`config.mk`:
```
export PLATFORM = sky130hd
export DESIGN_NAME = line_cmd_dispatcher
export DESIGN_NICKNAME = d
export VERILOG_FILES = /design/src/rtl/line_cmd_dispatcher.sv
export SDC_FILE = /design/constraint.sdc
export NUM_CORES = 1
export LEC_CHECK = 0
export ABC_CLOCK_PERIOD_IN_PS = 3800
export CELL_PAD_IN_SITES_DETAIL_PLACEMENT = 1
export CELL_PAD_IN_SITES_GLOBAL_PLACEMENT = 1
export CORE_ASPECT_RATIO = 1.75
export CORE_MARGIN = 3
export CORE_UTILIZATION = 37
export CTS_BUF_LIST = sky130_fd_sc_hd__clkbuf_4 sky130_fd_sc_hd__clkbuf_8
export CTS_CLUSTER_DIAMETER = 200
export DETAILED_ROUTE_END_ITERATION = 10
export HOLD_SLACK_MARGIN = 0.06
export PLACE_DENSITY_LB_ADDON = 0.1
export SETUP_SLACK_MARGIN = 0.4
export SLEW_MARGIN = 5
export SYNTH_ARGS = -nofsm -noshare
export SYNTH_HDL_FRONTEND = slang
export SYNTH_SLANG_ARGS = --single-unit
```
`constraint.sdc`:
```
create_clock -name clk -period 3.8 [get_ports clk]
set_input_delay 0.57 -clock clk [delete_from_list [all_inputs] [get_ports clk]]
set_output_delay 0.57 -clock clk [all_outputs]
set_load 0.01 [all_outputs]
```
`src/rtl/line_cmd_dispatcher.sv`:
```
// line_cmd_dispatcher: pops command words from the graphics FIFO, decodes LINE
// and SET_FRAME_BASE, and runs the line engine load sequence
// (color, point0, point1, trigger) one line at a time.
// Optional macro LD_STATS_EN enables the line_count / stall_cycles counters.
module line_cmd_dispatcher #(
    parameter int unsigned FB_WIDTH           = 800,
    parameter int unsigned FB_HEIGHT          = 600,
    parameter logic [31:0] DEFAULT_FRAME_BASE = 32'h1000_0000
) (
    input  logic        clk,
    input  logic        rst,
    input  logic [31:0] cmd_din,
    input  logic        cmd_valid,
    output logic        cmd_ready,
    input  logic        LE_ready,
    output logic [31:0] LE_color,
    output logic [19:0] LE_point,
    output logic        LE_color_valid,
    output logic        LE_point0_valid,
    output logic        LE_point1_valid,
    output logic        LE_trigger,
    output logic [31:0] LE_frame_base,
    output logic        busy,
    output logic        cmd_err,
    output logic [15:0] line_count,
    output logic [31:0] stall_cycles
);

    localparam logic [7:0] OP_NOP      = 8'h00;
    localparam logic [7:0] OP_LINE     = 8'h01;
    localparam logic [7:0] OP_SET_BASE = 8'h02;
    localparam logic [9:0] X_MAX       = 10'(FB_WIDTH - 1);
    localparam logic [9:0] Y_MAX       = 10'(FB_HEIGHT - 1);

    typedef enum logic [3:0] {
        S_FETCH,
        S_GET_COLOR,
        S_GET_P0,
        S_GET_P1,
        S_GET_BASE,
        S_WAIT_LE,
        S_SEND_COLOR,
        S_SEND_P0,
        S_SEND_P1,
        S_SEND_TRIG,
        S_WAIT_START,
        S_WAIT_DONE
    } state_e;

    state_e      state_q, state_d;
    logic [23:0] color_q, color_d;
    logic [19:0] p0_q, p0_d;
    logic [19:0] p1_q, p1_d;
    logic [19:0] point_q, point_d;
    logic [31:0] frame_base_q, frame_base_d;
    logic        err_q, err_d;
    logic        color_valid_q, color_valid_d;
    logic        p0_valid_q, p0_valid_d;
    logic        p1_valid_q, p1_valid_d;
    logic        trigger_q, trigger_d;
    logic        busy_q, busy_d;
    logic        cmd_ready_c;
    logic        hs_c;
    logic [19:0] point_clamped_c;

    // Clamp a point word's coordinates into the visible frame.
    function automatic logic [19:0] clamp_point(input logic [9:0] x, input logic [9:0] y);
        logic [9:0] cx;
        logic [9:0] cy;
        cx = (x > X_MAX) ? X_MAX : x;
        cy = (y > Y_MAX) ? Y_MAX : y;
        return {cx, cy};
    endfunction

    // Word-accepting states; held low while reset is asserted.
    always_comb begin
        cmd_ready_c = 1'b0;
        case (state_q)
            S_FETCH, S_GET_COLOR, S_GET_P0, S_GET_P1, S_GET_BASE: cmd_ready_c = ~rst;
            default:                                              cmd_ready_c = 1'b0;
        endcase
    end

    assign hs_c            = cmd_valid & cmd_ready_c;
    assign point_clamped_c = clamp_point(cmd_din[25:16], cmd_din[9:0]);

    // Next-state, data capture and registered-output decode.
    always_comb begin
        state_d      = state_q;
        color_d      = color_q;
        p0_d         = p0_q;
        p1_d         = p1_q;
        frame_base_d = frame_base_q;
        err_d        = err_q;

        case (state_q)
            S_FETCH: begin
                if (hs_c) begin
                    case (cmd_din[31:24])
                        OP_NOP:      state_d = S_FETCH;
                        OP_LINE:     state_d = S_GET_COLOR;
                        OP_SET_BASE: state_d = S_GET_BASE;
                        default:     err_d   = 1'b1;
                    endcase
                end
            end
            S_GET_COLOR: begin
                if (hs_c) begin
                    color_d = cmd_din[23:0];
                    state_d = S_GET_P0;
                end
            end
            S_GET_P0: begin
                if (hs_c) begin
                    p0_d    = point_clamped_c;
                    state_d = S_GET_P1;
                end
            end
            S_GET_P1: begin
                if (hs_c) begin
                    p1_d    = point_clamped_c;
                    state_d = S_WAIT_LE;
                end
            end
            S_GET_BASE: begin
                if (hs_c) begin
                    frame_base_d = cmd_din;
                    state_d      = S_FETCH;
                end
            end
            S_WAIT_LE:    if (LE_ready) state_d = S_SEND_COLOR;
            S_SEND_COLOR: state_d = S_SEND_P0;
            S_SEND_P0:    state_d = S_SEND_P1;
            S_SEND_P1:    state_d = S_SEND_TRIG;
            S_SEND_TRIG:  state_d = S_WAIT_START;
            S_WAIT_START: if (!LE_ready) state_d = S_WAIT_DONE;
            S_WAIT_DONE:  if (LE_ready) state_d = S_FETCH;
            default:      state_d = S_FETCH;
        endcase

        color_valid_d = (state_d == S_SEND_COLOR);
        p0_valid_d    = (state_d == S_SEND_P0);
        p1_valid_d    = (state_d == S_SEND_P1);
        trigger_d     = (state_d == S_SEND_TRIG);
        busy_d        = (state_d != S_FETCH);

        point_d = point_q;
        if (state_d == S_SEND_P0) begin
            point_d = p0_q;
        end else if (state_d == S_SEND_P1) begin
            point_d = p1_q;
        end
    end

    // State and datapath registers with synchronous reset.
    always_ff @(posedge clk) begin
        if (rst) begin
            state_q       <= S_FETCH;
            color_q       <= '0;
            p0_q          <= '0;
            p1_q          <= '0;
            point_q       <= '0;
            frame_base_q  <= DEFAULT_FRAME_BASE;
            err_q         <= 1'b0;
            color_valid_q <= 1'b0;
            p0_valid_q    <= 1'b0;
            p1_valid_q    <= 1'b0;
            trigger_q     <= 1'b0;
            busy_q        <= 1'b0;
        end else begin
            state_q       <= state_d;
            color_q       <= color_d;
            p0_q          <= p0_d;
            p1_q          <= p1_d;
            point_q       <= point_d;
            frame_base_q  <= frame_base_d;
            err_q         <= err_d;
            color_valid_q <= color_valid_d;
            p0_valid_q    <= p0_valid_d;
            p1_valid_q    <= p1_valid_d;
            trigger_q     <= trigger_d;
            busy_q        <= busy_d;
        end
    end

    assign cmd_ready       = cmd_ready_c;
    assign LE_color        = {8'h00, color_q};
    assign LE_point        = point_q;
    assign LE_color_valid  = color_valid_q;
    assign LE_point0_valid = p0_valid_q;
    assign LE_point1_valid = p1_valid_q;
    assign LE_trigger      = trigger_q;
    assign LE_frame_base   = frame_base_q;
    assign busy            = busy_q;
    assign cmd_err         = err_q;

`ifdef LD_STATS_EN
    logic [15:0] line_count_q, line_count_d;
    logic [31:0] stall_q, stall_d;
    logic        line_done_c;
    logic        stall_inc_c;

    // Completed-line and engine/FIFO stall accounting.
    always_comb begin
        line_done_c = (state_q == S_WAIT_DONE) && LE_ready;
        case (state_q)
            S_WAIT_LE, S_WAIT_START, S_WAIT_DONE:              stall_inc_c = 1'b1;
            S_GET_COLOR, S_GET_P0, S_GET_P1, S_GET_BASE:       stall_inc_c = ~cmd_valid;
            default:                                           stall_inc_c = 1'b0;
        endcase
        line_count_d = line_count_q + 16'(line_done_c);
        stall_d      = (stall_inc_c && (stall_q != 32'hFFFF_FFFF)) ? stall_q + 32'd1 : stall_q;
    end

    // Counter registers; line_count wraps, stall saturates.
    always_ff @(posedge clk) begin
        if (rst) begin
            line_count_q <= '0;
            stall_q      <= '0;
        end else begin
            line_count_q <= line_count_d;
            stall_q      <= stall_d;
        end
    end

    assign line_count   = line_count_q;
    assign stall_cycles = stall_q;
`else
    assign line_count   = 16'd0;
    assign stall_cycles = 32'd0;
`endif

endmodule

```
# After elaboration in Yosys (flattened, before gate mapping)
# Cells that the tools add are included.
[word_totals]
reg_bits = 126
word_cells = 60
[op_classes]
n_lt_le_gt_ge = 2
n_eq_ne = 17
muxes = 15
n_bitwise = 3
reduce_logical = 11
[ops]
columns = ["operator", "count"]
rows = [
  ["one-hot mux 4 bit (12 select lines)", 1],
  ["two-way mux 20 bit", 2],
  ["two-way mux 4 bit", 8],
  ["== test 4 x 3 -> 1 bit (second input constant)", 6],
  ["== test 4 bit (second input constant)", 6],
  ["greater-than comparator 10 bit (second input constant)", 2],
  ["two-way mux 10 bit", 2],
  ["one-hot mux 4 bit (3 select lines)", 1],
  ["== test 4 x 2 -> 1 bit (second input constant)", 2],
  ["== test 8 x 1 -> 1 bit (second input constant)", 1],
  ["== test 8 x 2 -> 1 bit (second input constant)", 1],
  ["logical NOT 8 bit", 1],
  ["AND reduction 2 bit", 4],
  ["OR reduction 5 bit", 1],
  ["== test 4 x 1 -> 1 bit (second input constant)", 1],
  ["logical NOT 4 bit", 1],
  ["nonzero test 4 bit", 1],
  ["AND reduction 3 bit", 1],
  ["OR reduction 3 bit", 1],
  ["NOT 1 bit", 2],
  ["nonzero test 2 bit", 1],
  ["bitwise AND 1 bit", 1],
  ["two-way mux 1 bit", 1],
]

# Depth between registers and ports, before layout
# Gate-level depths: netlist of run 1.
[depth]
ltp_word = 9
depth_mapped = 7
depth_no_buf = 4

# Least setup slack after synthesis of run 1
# No wires, ideal clock.
[synth_path]
path_kind = "in2reg"
startpoint = "input port rst"
endpoint = "register color_valid_q (netlist: LE_color_valid)"
setup_ns = 0.103
arrival_ns = 1.810
t_required_ns = 3.697
path_slack_ns = 1.886
cell_stages = 4
path_cell_list = "nor4b_4 nand4_1 or3_1 a2111oi_2"
[synth_via]
elab_chain_len = 6
elab_cells_between_ends = 10
[synth_rtl]
columns = ["item", "line", "text"]
rows = [
  ["start: declaration", "11", "input logic rst,"],
  ["NOT 1 bit", "79", "S_FETCH, S_GET_COLOR, S_GET_P0, S_GET_P1, S_GET_BASE: cmd_ready_c = ~rst;"],
  ["two-way mux 1 bit", "78", "case (state_q)"],
  ["bitwise AND 1 bit", "84", "assign hs_c = cmd_valid & cmd_ready_c;"],
  ["two-way mux 4 bit (on tied branches)", "--", ""],
  ["one-hot mux 4 bit (12 select lines)", "96", "case (state_q)"],
  ["== test 4 x 3 -> 1 bit", "141", "color_valid_d = (state_d == S_SEND_COLOR);"],
  ["end signal: assignment", "178", "color_valid_q <= color_valid_d;"],
  ["end: declaration", "57", "logic color_valid_q, color_valid_d;"],
]
# Parallel ways exist; a longest one is shown, timed or not.
# A chain may end at the register's enable or synchronous reset.

# Worst setup path in the final report of run 1
[layout_path]
startpoint = "register state_q[1]"
endpoint = "output port cmd_ready"
[layout_via]
elab_chain_len = 3
elab_cells_between_ends = 7
[layout_rtl]
columns = ["item", "line", "text"]
rows = [
  ["start: declaration", "50", "state_e state_q, state_d;"],
  ["start signal: assignment", "171", "state_q <= state_d;"],
  ["== test 4 x 3 -> 1 bit, or another cell as far along", "78", ""],
  ["OR reduction 5 bit *", "78", ""],
  ["two-way mux 1 bit *", "78", ""],
  ["end: declaration", "14", "output logic cmd_ready,"],
]
# Mark *: on every way between the ends. The rest lies on a longest branch, timed or not.

==> results_dict.tcl, run 1 <==
set metrics [dict create \
    cts_max_path_buffers 2 \
    synth_top_family_by_area "simple AND/OR/NAND/NOR gates" \
    setup_viol 0 \
    rows 57 \
    ys.warnings.count 0 \
    min-delay-start "LE_frame_base[16]" \
    synthXorXnorAreaFrac_pct 0 \
    drt-pass1-iter-count 4 \
    drt_iter0_markers 141 \
    die-area_mm2 0.01570 \
    cp_cell_sequence "nor2_1, nor2b_1, nor3_1, clkdlybuf4s50_1" \
    ys_top_cells_by_area "dfxtp_1 (48%), nand2_1 (11%), buf_4 (8.0%), a21oi_1 (7.8%), a211oi_1 (6.0%)" \
    synth-seq-cells 126 \
    clkTransAtPathRegs_ns 0.08 \
    drive_above_1_share_pct 6.150 \
    irDropWorstVdd_uv 196.8 \
    p_per_area_mw_per_mm2 389.0 \
    cp_top_family "simple AND/OR/NAND/NOR gates" \
    place_congestion 0.7926 \
    netlist_instances 633 \
    slew_headroom_pct 27.03 \
    synth_mux_area_share_pct 4.006 \
    wire_per_inst_um 16.51 \
    core_area_mm2 0.01391 \
    synth_most_common_cell "nand2_1" \
    crit_start "state_q[1]" \
    vias 4613 \
    cp_slowest_cell "clkdlybuf4s50_1" \
    die_w_um 96.03 \
    initial_utilization_pct 37.73 \
    antenna_found_initial 0 \
    ios 175 \
    rr_startpoint "state_q[2]" \
    synth-simple-area-share_pct 19.07 \
    p_leak_uw 0.002498 \
    fin_crit_sh_pct 69.25 \
    postCtsHoldBufs 0 \
    power.share.switching_pct 24.32 \
    synth-compound-area-share_pct 17.36 \
    die_h_um 163.5 \
    final_cells 925 \
    arrival_ns 2.06 \
    diodes 0 \
    hold_class "reg2reg" \
    dp_cells 893 \
    path_buf_inv 1 \
    routed_wl_um 15270 \
    cts_buffers 17 \
    synth_edf_count 0 \
    end_kind "output pin" \
    cts_setup_buffers 0 \
    cts_tree "yes" \
    synth_common_cells "nand2_1 (149), dfxtp_1 (126), a21oi_1 (82)" \
    power.switching_uw 637.3 \
    pwr-share-seq_pct 50.4 \
    syn2layout_area_growth_pct 28.37 \
    portBuffers 118 \
    cp_max_fo 13 \
    root_buffer "clkbuf_8" \
    timing.fmax_ghz 0.3800 \
    hold_violations 0 \
    path_class "reg2out" \
    cts_resized 0 \
    rsz0062_at_grt "false" \
    finalMaxSlewViolations 0 \
    maxCapViolations 0 \
    whs_ns 0.4588 \
    grt_max_degree 103 \
    status "finished clean" \
    clock_skew_ns 0.01386 \
    yosysTopAreaCell "dfxtp_1" \
    tightestPinTransition_ns 1.095 \
    synthAdderAreaFrac_pct 0 \
    synth_cell_type_count 41 \
    grt_pass1_wl_um 24090 \
    dp_hpwl_um 10650 \
    start_kind "flip-flop" \
    power_frac_comb_pct 5.0 \
    htreeDepth 4 \
    clkPwrFrac_pct 44.6 \
    grt_use_total_pct 19.89 \
    required_ns 3.23 \
    clk_latency_ns 0.43 \
    synth_area_mm2 0.005248 \
    fin_crit_ns 2.632 \
    slowest_delay_ns 0.56 \
    tns_ns 0 \
    syn_area_per_cell_um2 8.290 \
    vias_per_cell 4.987 \
    synth_top_area_share_pct 48.07 \
    overflow 0 \
    drc 0 \
    ant_nets 0 \
    p_int_uw 1983 \
    synth_flop_cell "dfxtp_1" \
    grt_pass1_vias 4638 \
    cts_sinks 126 \
    nets 771 \
    yosysSeqAreaShare_pct 48.07 \
    async_reset_ff_share_pct 0 \
]
==> power by group through the flow <==
stage | registers, uW | logic, uW | clock network (uW)
2_1_floorplan | 1350 | 105 | 0
4_1_cts | 1320 | 131 | 1200
5_1_grt | 1320 | 144 | 1250
3_5_place_dp | 1350 | 130 | 0
6_report | 1320 | 132 | 1170
3_3_place_gp | 1350 | 128 | 0
==> final cells by class <==
cell class / instances / area, um^2
multi-input cells: 460 / 2332
inverters: 3 / 11.26
clock buffers: 19 / 261.5
clock inverters: 13 / 141.4
flip-flops and latches: 126 / 2522
fillers: 1705 / 7171
repair buffers: 127 / 1246
well taps: 177 / 221.5
==> flip-flops by register name (all words and copies together) (netlist names) <==
| name | flops |
|---|---|
| color_q | 24 |
| cmd_err | 1 |
| LE_point1_valid | 1 |
| LE_color_valid | 1 |
| p1_q | 20 |
| LE_point0_valid | 1 |
| LE_point | 20 |
| LE_trigger | 1 |
| busy | 1 |
| state_q | 4 |
| LE_frame_base | 32 |
| p0_q | 20 |
==> metal layers <==
layer  vias to the layer above  GRT usage, %  part of all wire, %
li1                       2229             -                    -
met1                      2237         21.74                   39
met2                       131         36.27                   55
met3                        16         5.207                  4.9
met4                         0         6.347                  1.7
met5                         -             0                    0
==> cell families after synthesis <==
kind of cell | after synthesis
AO/OA/AOI/OAI | 146
buffers and inverters | 102
flip-flops | 126
multiplexers | 21
other | 1
AND/OR/NAND/NOR | 237
==> worst min-delay path: stages (launching register included) <==
cell,delay [ns]
dfxtp_1,0.31
nand2_1,0.05
a21oi_1,0.05
==> layout by cell type (no fill, tap or decap), types with 2 or more instances in the layout <==
| master | n |
|---|---|
| a2111oi_2 | 2 |
| a211o_1 | 3 |
| a211oi_1 | 42 |
| a21o_1 | 2 |
| a21oi_1 | 82 |
| and2_1 | 3 |
| and3b_1 | 2 |
| buf_4 | 10 |
| bufinv_16 | 2 |
| clkbuf_8 | 19 |
| clkdlybuf4s50_1 | 117 |
| clkinv_2 | 3 |
| clkinv_4 | 5 |
| clkinvlp_4 | 3 |
| conb_1 | 56 |
| dfxtp_1 | 126 |
| inv_1 | 3 |
| mux2i_1 | 21 |
| nand2_1 | 149 |
| nand3_1 | 8 |
| nand3b_1 | 2 |
| nor2_1 | 53 |
| nor2b_1 | 8 |
| nor3_1 | 2 |
| o211ai_1 | 4 |
| o21ai_0 | 3 |
==> stage by stage <==
stage               instance area, um^2  worst slack [ns]  util (%)  total power [uW]
global route                       6736            0.9865     48.44              2718
finish                             6736             1.168     48.44              2620
CTS                                6736             1.132     48.44              2649
detailed placement                 6334             1.097     45.54              1481
floorplan                          5454             1.886         -              1457
global placement                   6334             1.214     45.54              1480
==> path summary, 6_finish.rpt <==
path | end | slack (ns) | depth (start not counted)
worst max-delay path | cmd_ready | 1.17 | 4
worst max register to register | LE_point0_valid | 1.76 | 4
worst min register to register | LE_frame_base[16] | 0.46 | 2
worst min-delay path | LE_frame_base[16] | 0.46 | 2
Note: power is estimated with default switching activity, not from simulation.
==> inputs of run 2 (changes only) <==
--- a/config.mk
+++ b/config.mk
@@ -5,12 +5,12 @@
 export SDC_FILE = /design/constraint.sdc
 export NUM_CORES = 1
 export LEC_CHECK = 0
-export ABC_CLOCK_PERIOD_IN_PS = 3800
+export ABC_CLOCK_PERIOD_IN_PS = 2600
 export CELL_PAD_IN_SITES_DETAIL_PLACEMENT = 1
 export CELL_PAD_IN_SITES_GLOBAL_PLACEMENT = 1
 export CORE_ASPECT_RATIO = 1.75
 export CORE_MARGIN = 3
-export CORE_UTILIZATION = 37
+export CORE_UTILIZATION = 34
 export CTS_BUF_LIST = sky130_fd_sc_hd__clkbuf_4 sky130_fd_sc_hd__clkbuf_8
 export CTS_CLUSTER_DIAMETER = 200
 export DETAILED_ROUTE_END_ITERATION = 10
==> constraint.sdc (replaced) <==
create_clock -name clk -period 2.6 [get_ports clk]
set_input_delay 0.39 -clock clk [delete_from_list [all_inputs] [get_ports clk]]
set_output_delay 0.39 -clock clk [all_outputs]
set_load 0.01 [all_outputs]
==> run 2 against run 1 <==
Effect of this change:
- clock power up 62%
- sequential share of layout area down 0.63 points
- cell count up 1.1%
- flip-flop and latch count unchanged
- sequential power up 46%
- die area up 8.4%
- register-to-register slack worse by 1.1 ns
- critical endpoint is now LE_color_valid
- largest cell class unchanged
==> results_dict.tcl, run 2 (synthesized netlist as in run 1, its figures left out) <==
set metrics [dict create \
    status "finished clean" \
    htreeDepth 4 \
    ant_nets 0 \
    overflow 0 \
    drt-pass1-iter-count 4 \
    largest_reg_flops 32 \
    cts_sinks 126 \
    die-area_mm2 0.01702 \
    slowest_delay_ns 0.47 \
    hold_violations 0 \
    required_ns 2.93 \
    start_kind "primary input" \
    tightestPinTransition_ns 0.9390 \
    grt_pass1_wl_um 24810 \
    place_congestion 0.7607 \
    setup_slack_ns 0.6036 \
    slew_headroom_pct 37.40 \
    vias_per_cell 4.913 \
    fin_area_mm2 0.006858 \
    maxCapViolations 0 \
    arrival_ns 2.32 \
    post-place-ws_ns 0.1448 \
    clock_skew_ns 0.01194 \
    utilization_pct 45.76 \
    clk_latency_ns 0.42 \
    root_buffer "clkbuf_8" \
    drc 0 \
    end_kind "flip-flop" \
    final_common_cell "nand2_1" \
    grt_use_total_pct 18.51 \
    cts_max_path_buffers 2 \
    p_per_area_mw_per_mm2 587.4 \
    die_w_um 99.91 \
    rsz0062_at_grt "false" \
    rows 59 \
    hold_class "in2reg" \
    path_class "in2reg" \
    initial_utilization_pct 35.02 \
    fin_crit_ns 1.996 \
    clkTransAtPathRegs_ns 0.08 \
    ios 175 \
    wire_per_inst_um 16.59 \
    nets 775 \
    portBuffers 118 \
    core_area_mm2 0.01499 \
    drt_iter0_markers 140 \
    antenna_found_initial 0 \
    syn2layout_area_growth_pct 30.69 \
    irDropWorstVdd_uv 236.9 \
    timing.fmax_ghz 0.5009 \
    finalMaxSlewViolations 0 \
    die_h_um 170.3 \
    fin_crit_sh_pct 76.78 \
    p_leak_uw 0.002556 \
    layout_common_cells "nand2_1 (149), dfxtp_1 (124), clkdlybuf4s50_1 (116)" \
    diodes 0 \
    grt_pass1_vias 4749 \
    cts_buffers 17 \
    postCtsHoldBufs 0 \
    grt_max_degree 89 \
    drive_above_1_share_pct 7.048 \
    vias 4594 \
    cp_slowest_cell "nor4_1" \
    dp_hpwl_um 10910 \
    cts_tree "yes" \
    cp_cell_sequence "clkdlybuf4s50_1, nor4_1, nand4_1, or3_1, a2111oi_2" \
    cp_max_fo 4 \
    tns_ns 0 \
    post_dp_cell_area_mm2 0.006396 \
    routed_wl_um 15520 \
    setup_viol 0 \
]
## run 2: cell types whose count changed in the layout (fill, tap and decap cells not counted), sizes merged
cell           delta
clkdlybuf4s50     -1
inv               +1
buf               +4
clkinv            -3
bufinv            +2
dlymetal6s2s      +1
## run 2: layer usage
layer | track usage, % | part of all wire [%] | up-vias
met4 | 5.589 | 1.2 | 0
met2 | 34.95 | 55 | 127
met5 | 0 | 0 | -
li1 | - | - | 2240
met1 | 19.91 | 39 | 2215
met3 | 4.512 | 4.9 | 12
## run 2: worst paths after layout
path	cells after the start	from	to	slack (ns)
max	5	cmd_din[26]	LE_color_valid	0.60
min	2	rst	state_q[0]	0.43
min reg2reg	2	color_q[0]	color_q[0]	0.45
max reg2reg	5	state_q[2]	LE_point[11]	0.63
## run 2: layout make-up
cell class / count / area, um^2
inverter: 3 / 11.26
fill: 1780 / 8128
multi-input combinational: 460 / 2340
timing repair buffer: 131 / 1304
clock inverter: 13 / 187.7
tap: 183 / 229.0
clock buffer: 19 / 261.5
sequential: 126 / 2525
## run 2: metrics by stage
| step | cells | total power (uW) | hold slack, ns |
|---|---|---|---|
| 3_5_place_dp | 903 | 2172 | 0.4490 |
| 5_1_grt | 935 | 4186 | 0.4081 |
| 3_3_place_gp | 903 | 2169 | 0.4423 |
| 4_1_cts | 935 | 4084 | 0.4006 |
| 2_1_floorplan | 688 | 2129 | 0.4357 |
| 6_report | 935 | 4028 | 0.4282 |
## run 2: timing repair
action	4_1_cts	5_1_grt
buffers inserted	0	0
gates cloned	0	0
endpoints found under the setup margin	1	1
gates resized for setup	4	1
## run 2: worst max-delay path, delay by kind of cell
kind / cells / cell delay (ns)
AOI/OAI and AO/OA: 1 / 0.37
buffers and inverters: 1 / 0.43
and+or+nand+nor: 3 / 1.13
## run 2: power by group
group / switching, uW / internal (uW) / leakage (uW) / total [uW]
sequential: 0.832 / 1930 / 0.00102 / 1930
clock: 799 / 1100 / 0.000218 / 1900
combinational: 130 / 68.3 / 0.00132 / 198
total: 930 / 3100 / 0.00256 / 4030
==> inputs of run 3 (changes only) <==
--- a/config.mk
+++ b/config.mk
@@ -5,12 +5,12 @@
 export SDC_FILE = /design/constraint.sdc
 export NUM_CORES = 1
 export LEC_CHECK = 0
-export ABC_CLOCK_PERIOD_IN_PS = 2600
+export ABC_CLOCK_PERIOD_IN_PS = 1650
 export CELL_PAD_IN_SITES_DETAIL_PLACEMENT = 1
 export CELL_PAD_IN_SITES_GLOBAL_PLACEMENT = 1
 export CORE_ASPECT_RATIO = 1.75
 export CORE_MARGIN = 3
-export CORE_UTILIZATION = 34
+export CORE_UTILIZATION = 31
 export CTS_BUF_LIST = sky130_fd_sc_hd__clkbuf_4 sky130_fd_sc_hd__clkbuf_8
 export CTS_CLUSTER_DIAMETER = 200
 export DETAILED_ROUTE_END_ITERATION = 10
==> constraint.sdc (replaced) <==
create_clock -name clk -period 1.65 [get_ports clk]
set_input_delay 0.2475 -clock clk [delete_from_list [all_inputs] [get_ports clk]]
set_output_delay 0.2475 -clock clk [all_outputs]
set_load 0.01 [all_outputs]
==> run 3 against run 2 <==
Effect of this change:
- the run now ends with setup timing left
- register-to-register slack worse by 0.72 ns
- critical path depth up 4
- clock skew about the same
- clock power up 53%
- cell count up 14%
- sequential power up 58%
- cell area up 32%
- clock-buffer cell count down 2
- worst setup slack worse by 0.69 ns
- combinational power up 110%
- hold slack worse by 0.18 ns
- critical endpoint is now LE_point[0]
==> results_dict.tcl, run 3 (synthesized netlist as in run 1, its figures left out) <==
set metrics [dict create \
    ant_nets 0 \
    clkTransAtPathRegs_ns 0.09 \
    rr_startpoint "state_q[2]" \
    critPathMostFrequentCell "buf_12" \
    irDropWorstVdd_uv 417.4 \
    vias_per_cell 4.947 \
    setup_viol 56 \
    tns_ns -1.402 \
    clkPwrFrac_pct 45.7 \
    drt-pass1-iter-count 4 \
    die_h_um 178.1 \
    clk_latency_ns 0.43 \
    htreeDepth 4 \
    post-place-ws_ns -0.6106 \
    power.switching_uw 1667 \
    largest_reg_flops 32 \
    arrival_ns 2.07 \
    pwr-share-seq_pct 47.7 \
    antenna_found_initial 0 \
    timing.fmax_ghz 0.5747 \
    slew_headroom_pct 6.061 \
    cp_max_fo 8 \
    p_int_uw 4693 \
    layout_common_cells "nand2_1 (89), buf_2 (81), dfxtp_1 (66)" \
    diodes 0 \
    drt_iter0_markers 164 \
    endpoint "LE_point[0]" \
    required_ns 1.98 \
    place_congestion 0.7694 \
    end_kind "flip-flop" \
    final_common_cell "nand2_1" \
    clock_skew_ns 0.01204 \
    reg2reg_to "LE_point[0]" \
    grt_pass1_wl_um 30440 \
    cts_buffers 17 \
    grt_pass1_vias 5473 \
    drc 0 \
    status "finished, violations left" \
    cts_max_path_buffers 2 \
    crit_start "state_q[2]" \
    nets 864 \
    cp_cell_sequence "buf_6, buf_12, nor2b_4, buf_12, buf_8, nand2_8, clkbuf_16, nor2_4, a211oi_1" \
    reg2regPathDepth 9 \
    rsz0062_at_grt "true" \
    tightestPinTransition_ns 1.409 \
    final_cells 1064 \
    path_class "reg2reg" \
    hold_class "in2reg" \
    start_kind "flip-flop" \
    slowest_delay_ns 0.34 \
    syn2layout_area_growth_pct 71.91 \
    p_per_area_mw_per_mm2 705.0 \
    cts_sinks 126 \
    drive_above_1_share_pct 59.05 \
    wire_per_inst_um 20.73 \
    postCtsHoldBufs 0 \
    violations "setup timing" \
    whs_ns 0.2495 \
    root_buffer "clkbuf_8" \
    ios 175 \
    overflow 0 \
    rows 62 \
    routed_wl_um 22060 \
    core_area_mm2 0.01652 \
    fin_crit_ns 1.740 \
    die-area_mm2 0.01859 \
    initial_utilization_pct 31.76 \
    cp_slowest_cell "dfxtp_2" \
    utilization_pct 54.60 \
    grt_max_degree 93 \
    cts_tree "yes" \
    die_w_um 104.4 \
    finalMaxSlewViolations 0 \
    fin_crit_sh_pct 105.5 \
    num-fill-cells 1842 \
    p_leak_uw 0.003702 \
    grt_use_total_pct 20.83 \
    hold_violations 0 \
    power_frac_comb_pct 6.6 \
    worst-r2r-setup-slack_ns -0.09 \
    maxCapViolations 0 \
    dp_cells 978 \
    setup_slack_ns -0.09017 \
    vias 5264 \
    power.share.switching_pct 26.21 \
    dp_hpwl_um 11230 \
    portBuffers 118 \
]
## run 3: cell count changes in the layout (fill, tap and decap cells not counted), moves of 38 or more
cell             previous run  this run
dfxtp_1                   124        66
nand2_1                   149        89
dfxtp_2                     2        58
a21oi_1                    82        32
buf_4                      12        54
buf_2                       0        81
a211oi_1                   42         3
clkdlybuf4s50_1           116        33
a21oi_2                     0        50
a211oi_2                    0        38
## run 3: per-layer routing
metal  up-vias  wire, um  part of all wire, %  GRT usage, %
li1       2435         -                    -             -
met5         -         0                    0             0
met2       165     12170                   55         40.29
met3        34       912                  4.1         4.600
met4         0       615                  2.8         6.156
met1      2630      8362                   38         22.33
## run 3: final cells by class
type                       instances  area (um^2)  share of cell area, %
clock inverter                    14        182.7                  2.025
inverter                           3        11.26                 0.1248
sequential                       126         2603                  28.85
timing repair buffer             220         2168                  24.04
clock buffer                      17        234.0                  2.594
multi-input combinational        460         3542                  39.26
tap                              224        280.3                  3.107
## run 3: critical path, delay by kind of cell (launching register included)
kind / cells / cell delay (ns)
compound gates: 1 / 0.23
buf+inv: 5 / 0.71
flops: 1 / 0.34
simple gates: 3 / 0.33
## run 3: stage by stage
stage	cell area (um^2)	power, uW
after detailed placement	6804	3461
after CTS	8094	6356
after global placement	6804	3456
after global routing	9021	6594
final	9021	6360
after floorplan	5532	3356
## run 3: worst min-delay path by stage
stage | startpoint | to | slack [ns] | depth (start not counted)
floorplan | cmd_din[28] | LE_frame_base[28] | 0.37 | 2
global route | cmd_din[28] | LE_frame_base[28] | 0.24 | 3
global placement | p1_q[19] | p1_q[19] | 0.44 | 2
CTS | cmd_din[28] | LE_frame_base[28] | 0.20 | 3
detailed placement | p0_q[15] | p0_q[15] | 0.45 | 2
finish | cmd_din[28] | LE_frame_base[28] | 0.25 | 3
## run 3: what timing repair did
action | in CTS | in global routing
resized for setup | 525 | 195
endpoints found under the setup margin | 208 | 146
endpoints found under the hold margin | 0 | 0
setup buffers | 24 | 9
pin swaps | 76 | 68
gates cloned | 13 | 9
## run 3: power by group through the flow
stage | Combinational [uW] | Clock (uW) | Sequential [uW]
detailed placement | 348 | 0 | 3110
global placement | 343 | 0 | 3110
global route | 447 | 3110 | 3040
finish | 419 | 2900 | 3040
CTS | 375 | 2940 | 3040
floorplan | 243 | 0 | 3110
